**src/rtl/multicycle_control.sv**
```systemverilog
// Main control FSM for a multicycle MIPS-subset datapath.
// Moore outputs decode from the state register; only PC_en also depends on Zero.
module multicycle_control (
  input  logic       clk,
  input  logic       reset,
  input  logic [5:0] opcode,
  input  logic [5:0] funct,
  input  logic       Zero,
  output logic       PC_en,
  output logic       IorD,
  output logic       MemRead,
  output logic       MemWrite,
  output logic       IRWrite,
  output logic       MemtoReg,
  output logic       RegDst,
  output logic       RegWrite,
  output logic       ALUSrcA,
  output logic [1:0] ALUSrcB,
  output logic [1:0] PCSource,
  output logic [2:0] ALU_control,
  output logic       illegal,
  output logic [3:0] state
);

  typedef enum logic [3:0] {
    S_FETCH  = 4'd0,
    S_DECODE = 4'd1,
    S_MEMADR = 4'd2,
    S_MEMRD  = 4'd3,
    S_MEMWB  = 4'd4,
    S_MEMWR  = 4'd5,
    S_EXEC   = 4'd6,
    S_ALUWB  = 4'd7,
    S_BRANCH = 4'd8,
    S_ADDIEX = 4'd9,
    S_ADDIWB = 4'd10,
    S_JUMP   = 4'd11
  } state_t;

  localparam logic [5:0] OP_RTYPE = 6'b000000;
  localparam logic [5:0] OP_LW    = 6'b100011;
  localparam logic [5:0] OP_SW    = 6'b101011;
  localparam logic [5:0] OP_BEQ   = 6'b000100;
  localparam logic [5:0] OP_ADDI  = 6'b001000;
  localparam logic [5:0] OP_J     = 6'b000010;

  localparam logic [2:0] ALU_ADD = 3'b000;
  localparam logic [2:0] ALU_SUB = 3'b001;
  localparam logic [2:0] ALU_AND = 3'b010;
  localparam logic [2:0] ALU_OR  = 3'b011;
  localparam logic [2:0] ALU_SLL = 3'b100;
  localparam logic [2:0] ALU_SRL = 3'b101;

  // Returns {supported, alu_op}; unsupported functs fall back to add.
  function automatic logic [3:0] decode_funct(input logic [5:0] f);
    case (f)
      6'b100000: decode_funct = {1'b1, ALU_ADD};
      6'b100010: decode_funct = {1'b1, ALU_SUB};
      6'b100100: decode_funct = {1'b1, ALU_AND};
      6'b100101: decode_funct = {1'b1, ALU_OR};
      6'b000000: decode_funct = {1'b1, ALU_SLL};
      6'b000010: decode_funct = {1'b1, ALU_SRL};
      default:   decode_funct = {1'b0, ALU_ADD};
    endcase
  endfunction

  state_t     r_state;
  state_t     w_next;
  logic [3:0] w_fdec;
  logic       w_funct_ok;
  logic [2:0] w_funct_alu;
  logic       w_pcwrite, w_branch;
  logic       w_iord, w_memread, w_memwrite, w_irwrite;
  logic       w_memtoreg, w_regdst, w_regwrite, w_alusrca, w_illegal;
  logic [1:0] w_alusrcb, w_pcsource;
  logic [2:0] w_alu;

  assign w_fdec      = decode_funct(funct);
  assign w_funct_ok  = w_fdec[3];
  assign w_funct_alu = w_fdec[2:0];

  always_ff @(posedge clk or posedge reset) begin
    if (reset) r_state <= S_FETCH;
    else       r_state <= w_next;
  end

  always_comb begin
    w_next     = S_FETCH;
    w_pcwrite  = 1'b0;
    w_branch   = 1'b0;
    w_iord     = 1'b0;
    w_memread  = 1'b0;
    w_memwrite = 1'b0;
    w_irwrite  = 1'b0;
    w_memtoreg = 1'b0;
    w_regdst   = 1'b0;
    w_regwrite = 1'b0;
    w_alusrca  = 1'b0;
    w_illegal  = 1'b0;
    w_alusrcb  = 2'b00;
    w_pcsource = 2'b00;
    w_alu      = ALU_ADD;
    case (r_state)
      S_FETCH: begin
        w_memread = 1'b1;
        w_irwrite = 1'b1;
        w_alusrcb = 2'b01;
        w_pcwrite = 1'b1;
        w_next    = S_DECODE;
      end
      S_DECODE: begin
        // Branch target is precomputed here into ALUOut for BRANCH to use.
        w_alusrcb = 2'b11;
        case (opcode)
          OP_LW, OP_SW: w_next = S_MEMADR;
          OP_RTYPE:     w_next = S_EXEC;
          OP_BEQ:       w_next = S_BRANCH;
          OP_ADDI:      w_next = S_ADDIEX;
          OP_J:         w_next = S_JUMP;
          default: begin
            w_illegal = 1'b1;
            w_next    = S_FETCH;
          end
        endcase
      end
      S_MEMADR: begin
        w_alusrca = 1'b1;
        w_alusrcb = 2'b10;
        w_next    = (opcode == OP_SW) ? S_MEMWR : S_MEMRD;
      end
      S_MEMRD: begin
        w_memread = 1'b1;
        w_iord    = 1'b1;
        w_next    = S_MEMWB;
      end
      S_MEMWB: begin
        w_regwrite = 1'b1;
        w_memtoreg = 1'b1;
      end
      S_MEMWR: begin
        w_memwrite = 1'b1;
        w_iord     = 1'b1;
      end
      S_EXEC: begin
        w_alusrca = 1'b1;
        w_alu     = w_funct_alu;
        w_illegal = ~w_funct_ok;
        w_next    = S_ALUWB;
      end
      S_ALUWB: begin
        w_regdst   = 1'b1;
        w_regwrite = w_funct_ok;
      end
      S_BRANCH: begin
        w_alusrca  = 1'b1;
        w_alu      = ALU_SUB;
        w_branch   = 1'b1;
        w_pcsource = 2'b01;
      end
      S_ADDIEX: begin
        w_alusrca = 1'b1;
        w_alusrcb = 2'b10;
        w_next    = S_ADDIWB;
      end
      S_ADDIWB: w_regwrite = 1'b1;
      S_JUMP: begin
        w_pcwrite  = 1'b1;
        w_pcsource = 2'b10;
      end
      default: w_next = S_FETCH;
    endcase
  end

  // Outputs are forced low while reset is held, even though the state already reads FETCH.
  assign PC_en       = ~reset & (w_pcwrite | (w_branch & Zero));
  assign IorD        = ~reset & w_iord;
  assign MemRead     = ~reset & w_memread;
  assign MemWrite    = ~reset & w_memwrite;
  assign IRWrite     = ~reset & w_irwrite;
  assign MemtoReg    = ~reset & w_memtoreg;
  assign RegDst      = ~reset & w_regdst;
  assign RegWrite    = ~reset & w_regwrite;
  assign ALUSrcA     = ~reset & w_alusrca;
  assign illegal     = ~reset & w_illegal;
  assign ALUSrcB     = reset ? 2'b00 : w_alusrcb;
  assign PCSource    = reset ? 2'b00 : w_pcsource;
  assign ALU_control = reset ? 3'b000 : w_alu;
  assign state       = r_state;

endmodule

```
**config.mk**
```make
export PLATFORM = sky130hd
export DESIGN_NAME = multicycle_control
export DESIGN_NICKNAME = d
export VERILOG_FILES = /design/src/rtl/multicycle_control.sv
export SDC_FILE = /design/constraint.sdc
export NUM_CORES = 1
export LEC_CHECK = 0
export CAP_MARGIN = 20
export CORE_MARGIN = 2
export CORE_UTILIZATION = 36
export CTS_BUF_LIST = sky130_fd_sc_hd__clkbuf_8
export DETAILED_ROUTE_END_ITERATION = 12
export PLACE_DENSITY = 0.78
export SLEW_MARGIN = 20
export SYNTH_ARGS = -nofsm -noshare
export SYNTH_HDL_FRONTEND = slang
export SYNTH_SLANG_ARGS = --single-unit
```
**constraint.sdc**
```tcl
create_clock -name clk -period 1.7 [get_ports clk]
set_clock_uncertainty 0.2 [all_clocks]
set_input_delay 0.34 -clock clk [delete_from_list [all_inputs] [get_ports clk]]
set_output_delay 0.34 -clock clk [all_outputs]
set_load 0.02 [all_outputs]
```
==> qor.txt, run 1 <==
row cnt: 14
# IOs: 36
Mapped Area: 543 sq um
Post-synth ARST share: 100%
routability cong.: 0.792
PortBufs: 35
postcts setup bufs: 8
adder and majority cell fraction of the synthesized area: 0%
CTS Hold Bufs: 0
register area share after synthesis: 18.4%
post-place instance area: 1290 sq um
EDFF count, synth: 0
cell taking the most area after synthesis: dfrtp_1
post-CTS resize count: 152
complex-gate fraction of the synthesized area: 24.7%
die extent in y: 42.8 um
top post-synthesis cells by area: dfrtp_1 18%, nor3_1 7.4%, nand2_1 6.2%, nor2_1 6.2%, a21oi_1 4.6%
synthesized instance count: 79
mux contribution to synthesized area: 0%
Syn. warnings: 0
clk sinks: 4
main combinational cell family by area after synthesis: simple AND/OR/NAND/NOR gates
syn_nets: 94
initial core utilization: 37.3%
CTS H-tree lvls: 1
XOR/XNOR share of the synthesized area: 3.23%
Err: [ERROR DPL-0033] detailed placement checks failed during check placement.
Stop stage: clock tree synthesis (4_1_cts)
Synth Flop Type: dfrtp_1
clock buffer depth: 2
Synth Register Bits: 4
Inst Count DP: 159
Synth cell types: 35
CTS Buf Count: 3
Avg Cell Area, Syn: 6.87 sq um
CTS root buf: clkbuf_8
DP HPWL: 1990 um
pre-CTS WS: -1.11 ns
simple-gate share of the synthesized area: 46.1%
status: did not finish
top-area cell type share of the netlist area: 18.4%
Die Wd: 42.8 um
==> synthesized netlist by cell type, types with 2 or more instances <==
cell      n
nand3_1   3
nand2b_1  2
nor3_1    8
or3_1     2
a211oi_1  2
o22ai_1   2
dfrtp_1   4
a21oi_1   5
buf_2     3
o21ai_0   2
nor2_1    9
nand2_1   9
inv_1     3
nor4_1    4
==> logic make-up after synthesis <==
kind of cell,count (synthesis)
DFF,4
AOI/OAI and AO/OA,19
xor gates and xnor gates,2
and+or+nand+nor,45
buffers and inverters,9
==> stage by stage <==
stage | TNS, ns | hold WS (ns)
after floorplan | -1.06 | 0.0868
after global placement | -15.20 | 0.493
after detailed placement | -16.17 | 0.502
==> inputs of run 2 (changes only) <==
CORE_AREA = 2 2 63 65   (was default)
CORE_MARGIN = default   (was 2)
CORE_UTILIZATION = default   (was 36)
CTS_BUF_LIST = default   (was sky130_fd_sc_hd__clkbuf_8)
DIE_AREA = 0 0 65 67   (was default)
PLACE_DENSITY = default   (was 0.78)
PLACE_DENSITY_LB_ADDON = 0.15   (was default)
==> run 2 against run 1 <==
Area after synthesis did not move. The flow now finishes, with violations (negative setup slack). Synthesized cell count did not move.
==> qor.txt, run 2 <==
status: finished, violations left (was did not finish)
violations in the final reports: negative setup slack
commonest non-fill, non-tap cell in the layout: buf_4
r2r setup slk: 0.10 ns
register area share after synthesis: 18.4% (unchanged)
Tcrit/Tclk final: 120%
Worst setup endpoint: illegal
Synth Register Bits: 4 (unchanged)
top-area cell type share of the netlist area: 18.4% (unchanged)
Final ANT Viol Nets: 0
global-route wire length before repair: 4550 um
fin. max-slew vios: 0
crit start category: input port
starting DRC count in detailed routing: 13
initial core utilization: 15.1% (was 37.3%)
clk sinks: 4 (unchanged)
Leak Pwr: 0.697 nW
CTS Buf Count: 3 (unchanged)
DP HPWL: 2060 um (was 1990 um)
Avg Cell Area, Syn: 6.87 sq um (unchanged)
DR WL/cell: 13.0 um
largest net degree at the start of global routing: 9
complex-gate fraction of the synthesized area: 24.7% (unchanged)
pre-CTS WS: -1.10 ns (was -1.11 ns)
worst r2r src: state[1]
Skew-Pair Late Insertion Delay: 0.22 ns
CTS Hold Bufs: 0 (unchanged)
routability cong.: 0.812 (was 0.792)
antenna fix cells: 0
final global-route overflow total: 0
crit path launch: opcode[4]
Mapped Area: 543 sq um (unchanged)
Post-Route WL: 2720 um
mux contribution to synthesized area: 0% (unchanged)
Reg area: 105 sq um
Synth cell types: 35 (unchanged)
EDFF count, synth: 0 (unchanged)
area of the multi-input gates: 679 sq um
via/cell ratio: 4.45
syn_nets: 94 (unchanged)
commonest cells after routing, fill and taps aside: 41 x buf_4, 25 x buf_6, 6 x dlygate4sd2_1
via count: 930
DRC viols: 0
FMAX: 491 MHz
hold crit path type: in2async
Synth Flop Type: dfrtp_1 (unchanged)
main combinational cell family by area after synthesis: simple AND/OR/NAND/NOR gates (unchanged)
Clock transition at path regs: 0.03 ns
simple-gate share of the synthesized area: 46.1% (unchanged)
row cnt: 22 (was 14)
Slowest-stage cell, CP: nor4_4
Syn. warnings: 0 (unchanged)
adder and majority cell fraction of the synthesized area: 0% (unchanged)
Max FO, Critical Path: 3
total power: 0.00176 W
# IOs: 36 (unchanged)
CP required: 1.16 ns
cell taking the most area after synthesis: dfrtp_1 (unchanged)
CTS H-tree lvls: 1 (unchanged)
VDD IR max: 402 uV
CTS tree: done
top post-synthesis cells by count: 9 x nand2_1, 9 x nor2_1, 8 x nor3_1 (unchanged)
Core Util, Final: 45.7%
XOR/XNOR share of the synthesized area: 3.23% (unchanged)
top post-synthesis cells by area: dfrtp_1 18%, nor3_1 7.4%, nand2_1 6.2%, nor2_1 6.2%, a21oi_1 4.6% (unchanged)
critical path class: in2out
Rel. slew slack: 80.9%
Die Wd: 65 um (was 42.8 um)
synthesis-to-layout area growth: 204%
CP peak stage delay: 0.26 ns
RSZ-0062 raised after global routing: true
number of global-route vias before repair: 1012
Post-synth ARST share: 100% (unchanged)
Worst setup EP type: output port
Die ar.: 4360 sq um
max reg flops: 4
Final Worst Setup Slack: -0.338 ns
fin crit period: 2.04 ns
Fill cells: 367
core area: 3610 sq um
Fin Setup TNS: -3.76 ns
WP data arrival: 1.50 ns
share of layout cells above drive strength 1: 74.5%
Hold Vio Cnt, Final: 0
max-cap violations: 0
die extent in y: 67 um (was 42.8 um)
PD cells: 1070 nW/um^2
PortBufs: 35 (unchanged)
NumNets Final: 178
measured slew at the worst slew-check pin: 0.283 ns
initial antenna violation count: 0
TritonRoute pass-1 iters: 4
total track usage: 13.3%
CTS root buf: clkbuf_8 (unchanged)
crit path cell chain: clkdlybuf4s15_1 -> nor4_4 -> and3b_1 -> nor4_2 -> a32o_2 -> buf_6
clock buffer depth: 2 (unchanged)
r2r endpoint: state[1]
cell count of the worst reg-to-reg path: 5
synthesized instance count: 79 (unchanged)
Final setup viols: 18
-- run 2: repair_timing --
| action | CTS | global route |
|---|---|---|
| endpoints found under the setup margin | 25 | 19 |
| setup buffers | 6 | 5 |
| pin swaps | 17 | 6 |
| cloned | 0 | 0 |
| gates resized for setup | 156 | 30 |
| endpoints found under the hold margin | 0 | 0 |
-- run 2: power by group --
part | leakage [nW] | total, W | internal (W) | switching (W)
sequential | 0.0472 | 0.000185 | 0.000128 | 0.0000565
combinational | 0.628 | 0.00137 | 0.000709 | 0.000665
clock | 0.0216 | 0.000201 | 0.000151 | 0.0000497
-- run 2: through the flow --
step	hold WS [ns]	cells	cell area [sq um]
global placement	0.489	195	1360
global route	0.172	209	1650
CTS	0.122	204	1520
detailed placement	0.492	195	1360
floorplan	0.0868	79	708
finish	0.146	209	1650
-- run 2: cell type report --
| class | count | share of cell area, % |
|---|---|---|
| clock buffers | 3 | 2.50 |
| flip-flops and latches | 4 | 6.37 |
| multi-input cells | 66 | 41.2 |
| inverters | 4 | 1.37 |
| repair buffers | 84 | 44.9 |
| well taps | 48 | 3.64 |
-- run 2: metal layers --
layer / part of all wire, % / GRT usage [%] / routed length [um] / up-vias
li1: - / - / - / 460
met1: 42 / 15.3 / 1140 / 445
met2: 53 / 23.8 / 1440 / 23
met3: 4.7 / 3.55 / 128 / 2
met4: 0.66 / 4.26 / 18 / 0
met5: 0 / 0 / 0 / -
-- run 2: cell families after synthesis --
kind of cell | after synthesis
AO/OA/AOI/OAI | 19
buffers and inverters | 9
flip-flops | 4
XOR/XNOR | 2
AND/OR/NAND/NOR | 45
-- run 2: worst min-delay path by stage --
stage | from | endpoint | slack, ns | depth (start not counted)
2_1_floorplan | reset | state[0] | 0.09 | 2
3_3_place_gp | state[0] | state[2] | 0.49 | 2
3_5_place_dp | state[0] | state[2] | 0.49 | 2
4_1_cts | reset | state[0] | 0.12 | 3
5_1_grt | reset | state[0] | 0.17 | 3
6_report | reset | state[0] | 0.15 | 3
-- run 2: critical path, delay by kind of cell --
family | cells | cell delay [ns]
and+or+nand+nor | 3 | 0.55
buffers and inverters | 2 | 0.37
AOI/OAI and AO/OA | 1 | 0.24
(Power assumes the default switching activity.)
==> inputs of run 3 (changes only) <==
SKIP_LAST_GASP = 1   (was default)
==> run 3 against run 2 <==
The run still ends with negative setup slack left. Die area stayed put. Routed wire length decreased by 0.33%. Via count increased by 0.75%. Final cell count increased by 0.96%. Combinational power about the same. Hold slack better by 0.00071 ns. Critical path depth decreased by 2. Core utilization increased by 0.38 points. Clock-buffer cell count stayed put.
==> qor.txt, run 3 (synthesis gave the netlist of run 2 again) <==
status: finished, violations left (unchanged)
violations in the final reports: negative setup slack (unchanged)
row cnt: 22 (unchanged)
Rel. slew slack: 81.0% (was 80.9%)
Fin Setup TNS: -3.71 ns (was -3.76 ns)
Worst setup EP type: output port (unchanged)
CTS Hold Bufs: 0 (unchanged)
PD cells: 1050 nW/um^2 (was 1070 nW/um^2)
Skew-Pair Late Insertion Delay: 0.22 ns (about the same)
max-cap violations: 0 (unchanged)
Post-Route WL: 2710 um (was 2720 um)
worst r2r src: state[1] (unchanged)
PortBufs: 35 (unchanged)
crit start category: flop (was input port)
Hold Vio Cnt, Final: 0 (unchanged)
WP data arrival: 1.47 ns (was 1.50 ns)
fin crit period: 2.01 ns (was 2.04 ns)
final global-route overflow total: 0 (unchanged)
Die ar.: 4360 sq um (unchanged)
share of layout cells above drive strength 1: 74.2% (was 74.5%)
TritonRoute pass-1 iters: 4 (unchanged)
DP HPWL: 2060 um (unchanged)
starting DRC count in detailed routing: 6 (was 13)
routability cong.: 0.812 (unchanged)
initial core utilization: 15.1% (unchanged)
Hold WS: 0.146 ns (about the same)
CP required: 1.16 ns (about the same)
Max FO, Critical Path: 5 (was 3)
r2r setup slk: 0.11 ns (was 0.10 ns)
Post-Layout Cell Count: 211 (was 209)
total track usage: 13.2% (was 13.3%)
CTS Buf Count: 3 (unchanged)
Final Worst Setup Slack: -0.314 ns (was -0.338 ns)
Inst Count DP: 195 (unchanged)
initial antenna violation count: 0 (unchanged)
CTS root buf: clkbuf_8 (unchanged)
Clock transition at path regs: 0.03 ns (about the same)
RSZ-0062 raised after global routing: true (unchanged)
DRC viols: 0 (unchanged)
die extent in y: 67 um (unchanged)
synthesis-to-layout area growth: 206% (was 204%)
Die Wd: 65 um (unchanged)
number of global-route vias before repair: 1008 (was 1012)
Leak Pwr: 0.714 nW (was 0.697 nW)
largest net degree at the start of global routing: 9 (unchanged)
Tcrit/Tclk final: 118% (was 120%)
clock buffer depth: 2 (unchanged)
measured slew at the worst slew-check pin: 0.283 ns (about the same)
cell count of the worst reg-to-reg path: 5 (unchanged)
antenna fix cells: 0 (unchanged)
critical path class: reg2out (was in2out)
DR WL/cell: 12.9 um (was 13.0 um)
fin. max-slew vios: 0 (unchanged)
pre-CTS WS: -1.10 ns (unchanged)
max reg flops: 4 (unchanged)
r2r endpoint: state[1] (unchanged)
core area: 3610 sq um (unchanged)
NumNets Final: 180 (was 178)
hold crit path type: in2async (unchanged)
# IOs: 36 (unchanged)
Final setup viols: 18 (unchanged)
global-route wire length before repair: 4520 um (was 4550 um)
commonest cells after routing, fill and taps aside: 43 x buf_4, 26 x buf_6, 5 x nand2_1, 5 x dlygate4sd2_1 (was 41 x buf_4, 25 x buf_6, 6 x dlygate4sd2_1)
FMAX: 496 MHz (was 491 MHz)
clk sinks: 4 (unchanged)
commonest non-fill, non-tap cell in the layout: buf_4 (unchanged)
Final ANT Viol Nets: 0 (unchanged)
via/cell ratio: 4.44 (was 4.45)
CTS tree: done (unchanged)
via count: 937 (was 930)
CTS H-tree lvls: 1 (unchanged)
VDD IR max: 399 uV (was 402 uV)
==> run 3: repair_timing <==
item,4_1_cts,5_1_grt
pin swaps,17,8
setup endpoints to repair,25,19
setup buffers,6,7
gates resized for setup,154,35
==> run 3: power by group <==
group          total (W)  switching (W)  leakage, nW  internal (W)
sequential      0.000184      0.0000559       0.0472      0.000128
clock           0.000201      0.0000500       0.0216      0.000151
combinational    0.00136       0.000656        0.645      0.000708
total            0.00175       0.000762        0.714      0.000987
==> run 3: worst max path at each step <==
stage                          from             end  slack [ns]  depth (start not counted)
after floorplan            state[3]  ALU_control[2]       -0.19                          4
after global placement     funct[5]        RegWrite       -1.08                          6
after detailed placement   funct[5]        RegWrite       -1.10                          6
after CTS                  state[0]        RegWrite       -0.36                          5
after global routing      opcode[2]         illegal       -0.37                          6
final                      state[1]      ALUSrcB[1]       -0.31                          4
==> run 3: final cells by class <==
| type | count | area, sq um |
|---|---|---|
| Fill cell | 369 | 1940 |
| Timing Repair Buffer | 86 | 757 |
| Multi-Input combinational cell | 66 | 677 |
| Sequential cell | 4 | 105 |
| Tap cell | 48 | 60.1 |
| Clock buffer | 3 | 41.3 |
| Inverter | 4 | 22.5 |
==> run 3: routing by layer <==
metal / wire (um) / track usage (%) / share of wire, % / up-vias
met1: 1150 / 15.2 / 42 / 446
met5: 0 / 0 / 0 / -
li1: - / - / - / 466
met2: 1420 / 23.7 / 52 / 23
met3: 128 / 3.55 / 4.7 / 2
met4: 18 / 4.26 / 0.66 / 0
==> run 3: worst max-delay path, stage by stage, from the launching register on <==
cell and delay [ns]:
dfrtp_2 0.42, inv_6 0.05, or3_4 0.42, a211oi_4 0.22
buf_6 0.14
==> run 3: per-stage QoR <==
step / util, % / cell area [sq um] / total power (W)
3_5_place_dp: 37.8 / 1360 / 0.00122
3_3_place_gp: 37.8 / 1360 / 0.00122
5_1_grt: 46.1 / 1660 / 0.00186
4_1_cts: 41.8 / 1510 / 0.00154
2_1_floorplan: - / 708 / 0.000740
6_report: 46.1 / 1660 / 0.00175
